<file path="config.mk">
export PLATFORM = sky130hd
export DESIGN_NAME = hyster_scan_ctrl
export DESIGN_NICKNAME = d
export VERILOG_FILES = /design/src/rtl/hyster_scan_ctrl.sv
export SDC_FILE = /design/constraint.sdc
export NUM_CORES = 1
export LEC_CHECK = 0
export CAP_MARGIN = 20
export CORE_MARGIN = 3
export CORE_UTILIZATION = 35
export CTS_BUF_LIST = sky130_fd_sc_hd__clkbuf_2 sky130_fd_sc_hd__clkbuf_4 sky130_fd_sc_hd__clkbuf_8
export CTS_CLUSTER_SIZE = 8
export DETAILED_ROUTE_END_ITERATION = 10
export GPL_ROUTABILITY_DRIVEN = 0
export PLACE_DENSITY = 0.7
export SETUP_SLACK_MARGIN = 0.05
export SYNTH_ARGS = -nofsm -noshare
export SYNTH_HDL_FRONTEND = slang
export SYNTH_SLANG_ARGS = --single-unit
</file>
<file path="constraint.sdc">
create_clock -name clk -period 4.21 [get_ports clk]
set_input_delay 0.421 -clock clk [delete_from_list [all_inputs] [get_ports clk]]
set_output_delay 0.421 -clock clk [all_outputs]
set_load 0.1 [all_outputs]
</file>
<file path="src/rtl/hyster_scan_ctrl.sv">
// Raster scan controller feeding a 3-row hysteresis stage and writing its edge bits.
// Latency: reads pipelined 1 cycle to the stage; writes issue the same cycle as stg_rdy.
// No backpressure: reads stream at one column per cycle, stage results are taken whenever valid.
module hyster_scan_ctrl #(
   parameter int IMG_W = 960,
   parameter int IMG_H = 720,
   parameter int PIX_W = 5
) (
   input  logic             clk,
   input  logic             reset,
   input  logic             start,
   output logic             busy,
   output logic             done,
   output logic             rd_en,
   output logic [9:0]       rd_row,
   output logic [9:0]       rd_col,
   input  logic [PIX_W-1:0] rd_data0,
   input  logic [PIX_W-1:0] rd_data1,
   input  logic [PIX_W-1:0] rd_data2,
   output logic             stg_clr,
   output logic             stg_en,
   output logic [PIX_W-1:0] stg_pix0,
   output logic [PIX_W-1:0] stg_pix1,
   output logic [PIX_W-1:0] stg_pix2,
   input  logic             stg_out,
   input  logic             stg_rdy,
   output logic             wr_en,
   output logic [19:0]      wr_addr,
   output logic             wr_bit
);

   typedef enum logic [2:0] {IDLE, CLR, RUN, DRAIN, NEXT, DONE} state_t;

   localparam logic [9:0] LAST_COL = 10'(IMG_W - 1);
   localparam logic [9:0] WR_LAST  = 10'(IMG_W - 2);
   localparam logic [9:0] LAST_ROW = 10'(IMG_H - 2);

   state_t     state, state_nxt;
   logic [9:0] row_q;
   logic [9:0] col_q;
   logic [9:0] wr_col_q;
   logic [1:0] drain_q;
   logic       wr_window;

   // State register; reset aborts any frame in flight.
   always_ff @(posedge clk or posedge reset) begin
      if (reset) state <= IDLE;
      else       state <= state_nxt;
   end

   // Next-state logic: one CLR/RUN/DRAIN/NEXT pass per interior row.
   always_comb begin
      state_nxt = state;
      case (state)
         IDLE:  if (start) state_nxt = CLR;
         CLR:   state_nxt = RUN;
         RUN:   if (col_q == LAST_COL) state_nxt = DRAIN;
         DRAIN: if (drain_q == 2'd2) state_nxt = NEXT;
         NEXT:  state_nxt = (row_q == LAST_ROW) ? DONE : CLR;
         DONE:  state_nxt = IDLE;
         default: state_nxt = IDLE;
      endcase
   end

   // Row, read-column, write-column and drain counters.
   always_ff @(posedge clk or posedge reset) begin
      if (reset) begin
         row_q    <= '0;
         col_q    <= '0;
         wr_col_q <= '0;
         drain_q  <= '0;
      end else begin
         case (state)
            IDLE:  if (start) row_q <= 10'd1;
            CLR: begin
               col_q    <= '0;
               wr_col_q <= 10'd1;
               drain_q  <= '0;
            end
            RUN:   if (col_q != LAST_COL) col_q <= col_q + 10'd1;
            DRAIN: drain_q <= drain_q + 2'd1;
            NEXT:  if (row_q != LAST_ROW) row_q <= row_q + 10'd1;
            default: ;
         endcase
         // wr_en is never high in CLR, so this cannot collide with the load above.
         if (wr_en) wr_col_q <= wr_col_q + 10'd1;
      end
   end

   // Stage enable follows the read request by one cycle, matching read data latency.
   always_ff @(posedge clk or posedge reset) begin
      if (reset) stg_en <= 1'b0;
      else       stg_en <= rd_en;
   end

   // Stage results are only accepted while a row is active; the column limit
   // keeps column 0 and column IMG_W-1 from ever being written.
   always_comb begin
      wr_window = (state == RUN) || (state == DRAIN) || (state == NEXT);
      wr_en     = wr_window && stg_rdy && (wr_col_q <= WR_LAST);
      wr_bit    = wr_en & stg_out;
      wr_addr   = 20'(row_q) * 20'(IMG_W) + 20'(wr_col_q);
   end

   assign busy     = (state == CLR) || (state == RUN) || (state == DRAIN) || (state == NEXT);
   assign done     = (state == DONE);
   assign stg_clr  = (state == CLR);
   assign rd_en    = (state == RUN);
   assign rd_row   = row_q;
   assign rd_col   = col_q;
   assign stg_pix0 = rd_data0;
   assign stg_pix1 = rd_data1;
   assign stg_pix2 = rd_data2;

endmodule

</file>
==> run metrics <==
final slew viol count 0; Max-Cap Viols 0; r2r startpoint rd_row[8]; final period utilization 1.12; H-tree depth 2; CP max-delay cell fa_1; WP data required about 3.8 ns; Final Skew about 0.0096 ns; Synth cell types between 50 and 60; Total Power roughly 0.86 mW; number of clock sinks 36; kind of critical path flip-flop to output pin; root buf cell clkbuf_8; DR WL/cell ~14 microns; Worst Setup End Kind output pin; setup slack at placement -0.197 ns; worst hold path type flip-flop to flip-flop; Final ANT Viol Nets 0; Setup TNS Final -2.02 ns; DIE HEIGHT 106 microns; layout cells sized above 1 0.291; IO Count just over 80; Avg Inst Size Synth just under 9 sq um; Cells after Synth about 400; Via density between 5 and 6; antenna violations before repair 0; FF-to-FF End rd_row[7]; Reg clk slew, reported paths approximately 0.080 ns; CP top delay family adder cells; GRT Overall Usage 0.154; largest net degree at the start of global routing 26; port bufs 51; Pre-antenna DRT Iters 5; vias in the first global route roughly 3200; Bufs on Longest Clock Path 2; Post-Syn Area ~0.0035 sq mm; failing checks negative setup slack; cts bufs inserted 5; sequential fraction of the synthesis area 0.256; EDFF count, synth 0; Hold WS roughly 0.48 ns; CTS tree built; Final HPWL DP around 6500 microns; peak supply drop ~170 uV; hold_buf cts 0; final setup margin -0.494 ns; PwrDens 172 mW/mm^2; Tmin final ~4.7 ns; Synth area leader dfrtp_1; GRT overflow 0; global-route wire length before repair between 10000 and 15000 microns; unrepaired setup endpoints after global routing true; setup slack, reg-to-reg between 1 and 1.5 ns; maximum clock frequency about 210 MHz; maximum fanout along the worst path 5; Die Wd around 110 microns; max-slew headroom at the worst pin 0.327; die area about 0.011 sq mm; WP data arrival between 4 and 5 ns; setup violators final 7; actual slew at the worst max-slew pin around 1.0 ns; Worst R2R Path Depth 9; Critical path buffers and inverters 3; area grow syn2layout 42.4%; worst hold stages 2; Hold Vio Cnt, Final 0; via count between 3000 and 4000; Critical Path, Cell by Cell fa_1 > fa_1 > inv_1 > fa_2 > nand2b_4 > a21oi_4 > xor2_2 > a2111oi_4 > or4_1 > a222oi_1 > buf_4 > xnor2_4 > buf_12; Pleak roughly 2.2 nW; outcome finished with violations; post-synthesis register bit count 36; CP peak stage delay about 0.53 ns; Mapped Nets 468; antenna diode count 0; clock latency on the worst-skew pair 0.29 ns; core region area between 0.009 and 0.01 sq mm; area share of the largest cell type after synthesis 0.256; CP startpoint kind flip-flop; most common flop cell mapped by yosys dfrtp_1; worst hold endpoint drain_q[0]; main area contributors after synthesis dfrtp_1 26%, ha_1 12%, fa_1 10%; DRT Wirelength approximately 8400 microns; ys async rst share 1.00; Final Util 0.527; initial core utilization 0.370; # nets final 556; most frequent CP cell fa_1; DRC 0; drt initial violations around 180; Hold Startpoint drain_q[0]; # rows 35; yosys warns 0
==> cell usage in the layout, fill, tap and decap left out, types with 4 or more instances in the layout <==
cell type        instances
o22ai_1                  4
ha_1                    30
buf_12                  11
a21oi_1                 15
buf_6                    6
nand3_1                 11
a21o_1                   7
dfrtp_1                 27
clkbuf_8                 5
inv_1                   33
dfrtp_4                  8
o21ai_1                  4
xnor2_1                  6
inv_2                    4
nand2_1                 32
xnor2_2                  6
and3_1                   5
clkdlybuf4s50_1         35
nor2_1                  23
nor2b_1                  6
buf_4                   58
nor3_1                   8
nand4_1                  9
or3_1                    4
xor2_1                   7
fa_1                    17
o21ai_0                 29
xnor2_4                  6
==> worst register-to-register path, cell delays in order, from the launching register on <==
cell,delay (ns)
dfrtp_2,0.48
inv_1,0.21
ha_1,0.24
and4_1,0.20
nand3_1,0.14
o211ai_1,0.42
clkinv_1,0.49
and4_1,0.33
o21ai_0,0.14
o21ai_0,0.11
==> final cells by class <==
| type | count | area [sq um] |
|---|---|---|
| fill | 872 | 4500 |
| multi-input combinational | 290 | 2570 |
| timing repair buffer | 110 | 1070 |
| sequential | 36 | 932 |
| tap | 129 | 161 |
| inverter | 41 | 160 |
| clock buffer | 5 | 68.8 |
| clock inverter | 3 | 42.5 |
==> worst max path at each step <==
stage               slack [ns]  depth (start not counted)      start     endpoint
floorplan                -0.48                         12  rd_row[4]  wr_addr[16]
global placement         -0.07                         14  rd_row[2]  wr_addr[16]
detailed placement       -0.20                         14  rd_row[4]  wr_addr[16]
CTS                      -0.49                         15  rd_row[1]  wr_addr[16]
global route             -0.65                         13  rd_row[1]  wr_addr[16]
finish                   -0.49                         13  rd_row[1]  wr_addr[16]
==> power breakdown <==
part / internal [mW] / switching [mW] / leakage (nW)
Clock: 0.175 / 0.130 / 0.0541
Sequential: 0.358 / 0.0221 / 0.426
Combinational: 0.0388 / 0.139 / 1.73
Total: 0.572 / 0.291 / 2.21
==> synth_stat cells (3+ instances only) <==
master,number
inv_1,39
dfrtp_1,36
ha_1,34
nand2_1,33
o21ai_0,32
nor2_1,25
buf_4,22
fa_1,18
xnor2_1,18
a21oi_1,17
nand3_1,13
nand4_1,9
nor3_1,9
a21o_1,7
nor2b_1,7
xor2_1,7
and3_1,5
o22ai_1,4
or3_1,4
a31oi_1,3
and4_1,3
clkbuf_1,3
nand3b_1,3
==> metrics by stage <==
step / std cells / cell area [sq um]
after global routing: 614 / 5010
after detailed placement: 599 / 4690
after global placement: 599 / 4690
final: 614 / 5010
after floorplan: 396 / 3750
after CTS: 612 / 4910
==> metal layers <==
metal	global-route usage	wire (microns)	vias to the layer above
met5	0	0	-
met4	0.0564	208	0
met3	0.0273	330	27
met2	0.268	4230	71
met1	0.189	3640	1477
li1	-	-	1520
==> kinds of logic after synthesis <==
group	after synthesis	share of synthesized area
buffers and inverters	70	0.107
and+or+nand+nor	127	0.186
muxes	3	0.00889
adders and majority gates	52	0.223
DFF	36	0.256
AOI/OAI and AO/OA	82	0.152
xor gates and xnor gates	26	0.0669
==> timing repair <==
| item | CTS | global route |
|---|---|---|
| gates resized for setup | 15 | 17 |
| pin swaps | 7 | 13 |
| endpoints found under the setup margin | 7 | 8 |
| setup buffers | 5 | 4 |
==> sequential cells by signal, indices dropped and copies added (netlist names) <==
| signal | cells |
|---|---|
| rd_row | 10 |
| state | 3 |
| wr_col_q | 10 |
| stg_en | 1 |
| rd_col | 10 |
| drain_q | 2 |
Power figures use the tool's default switching activity.
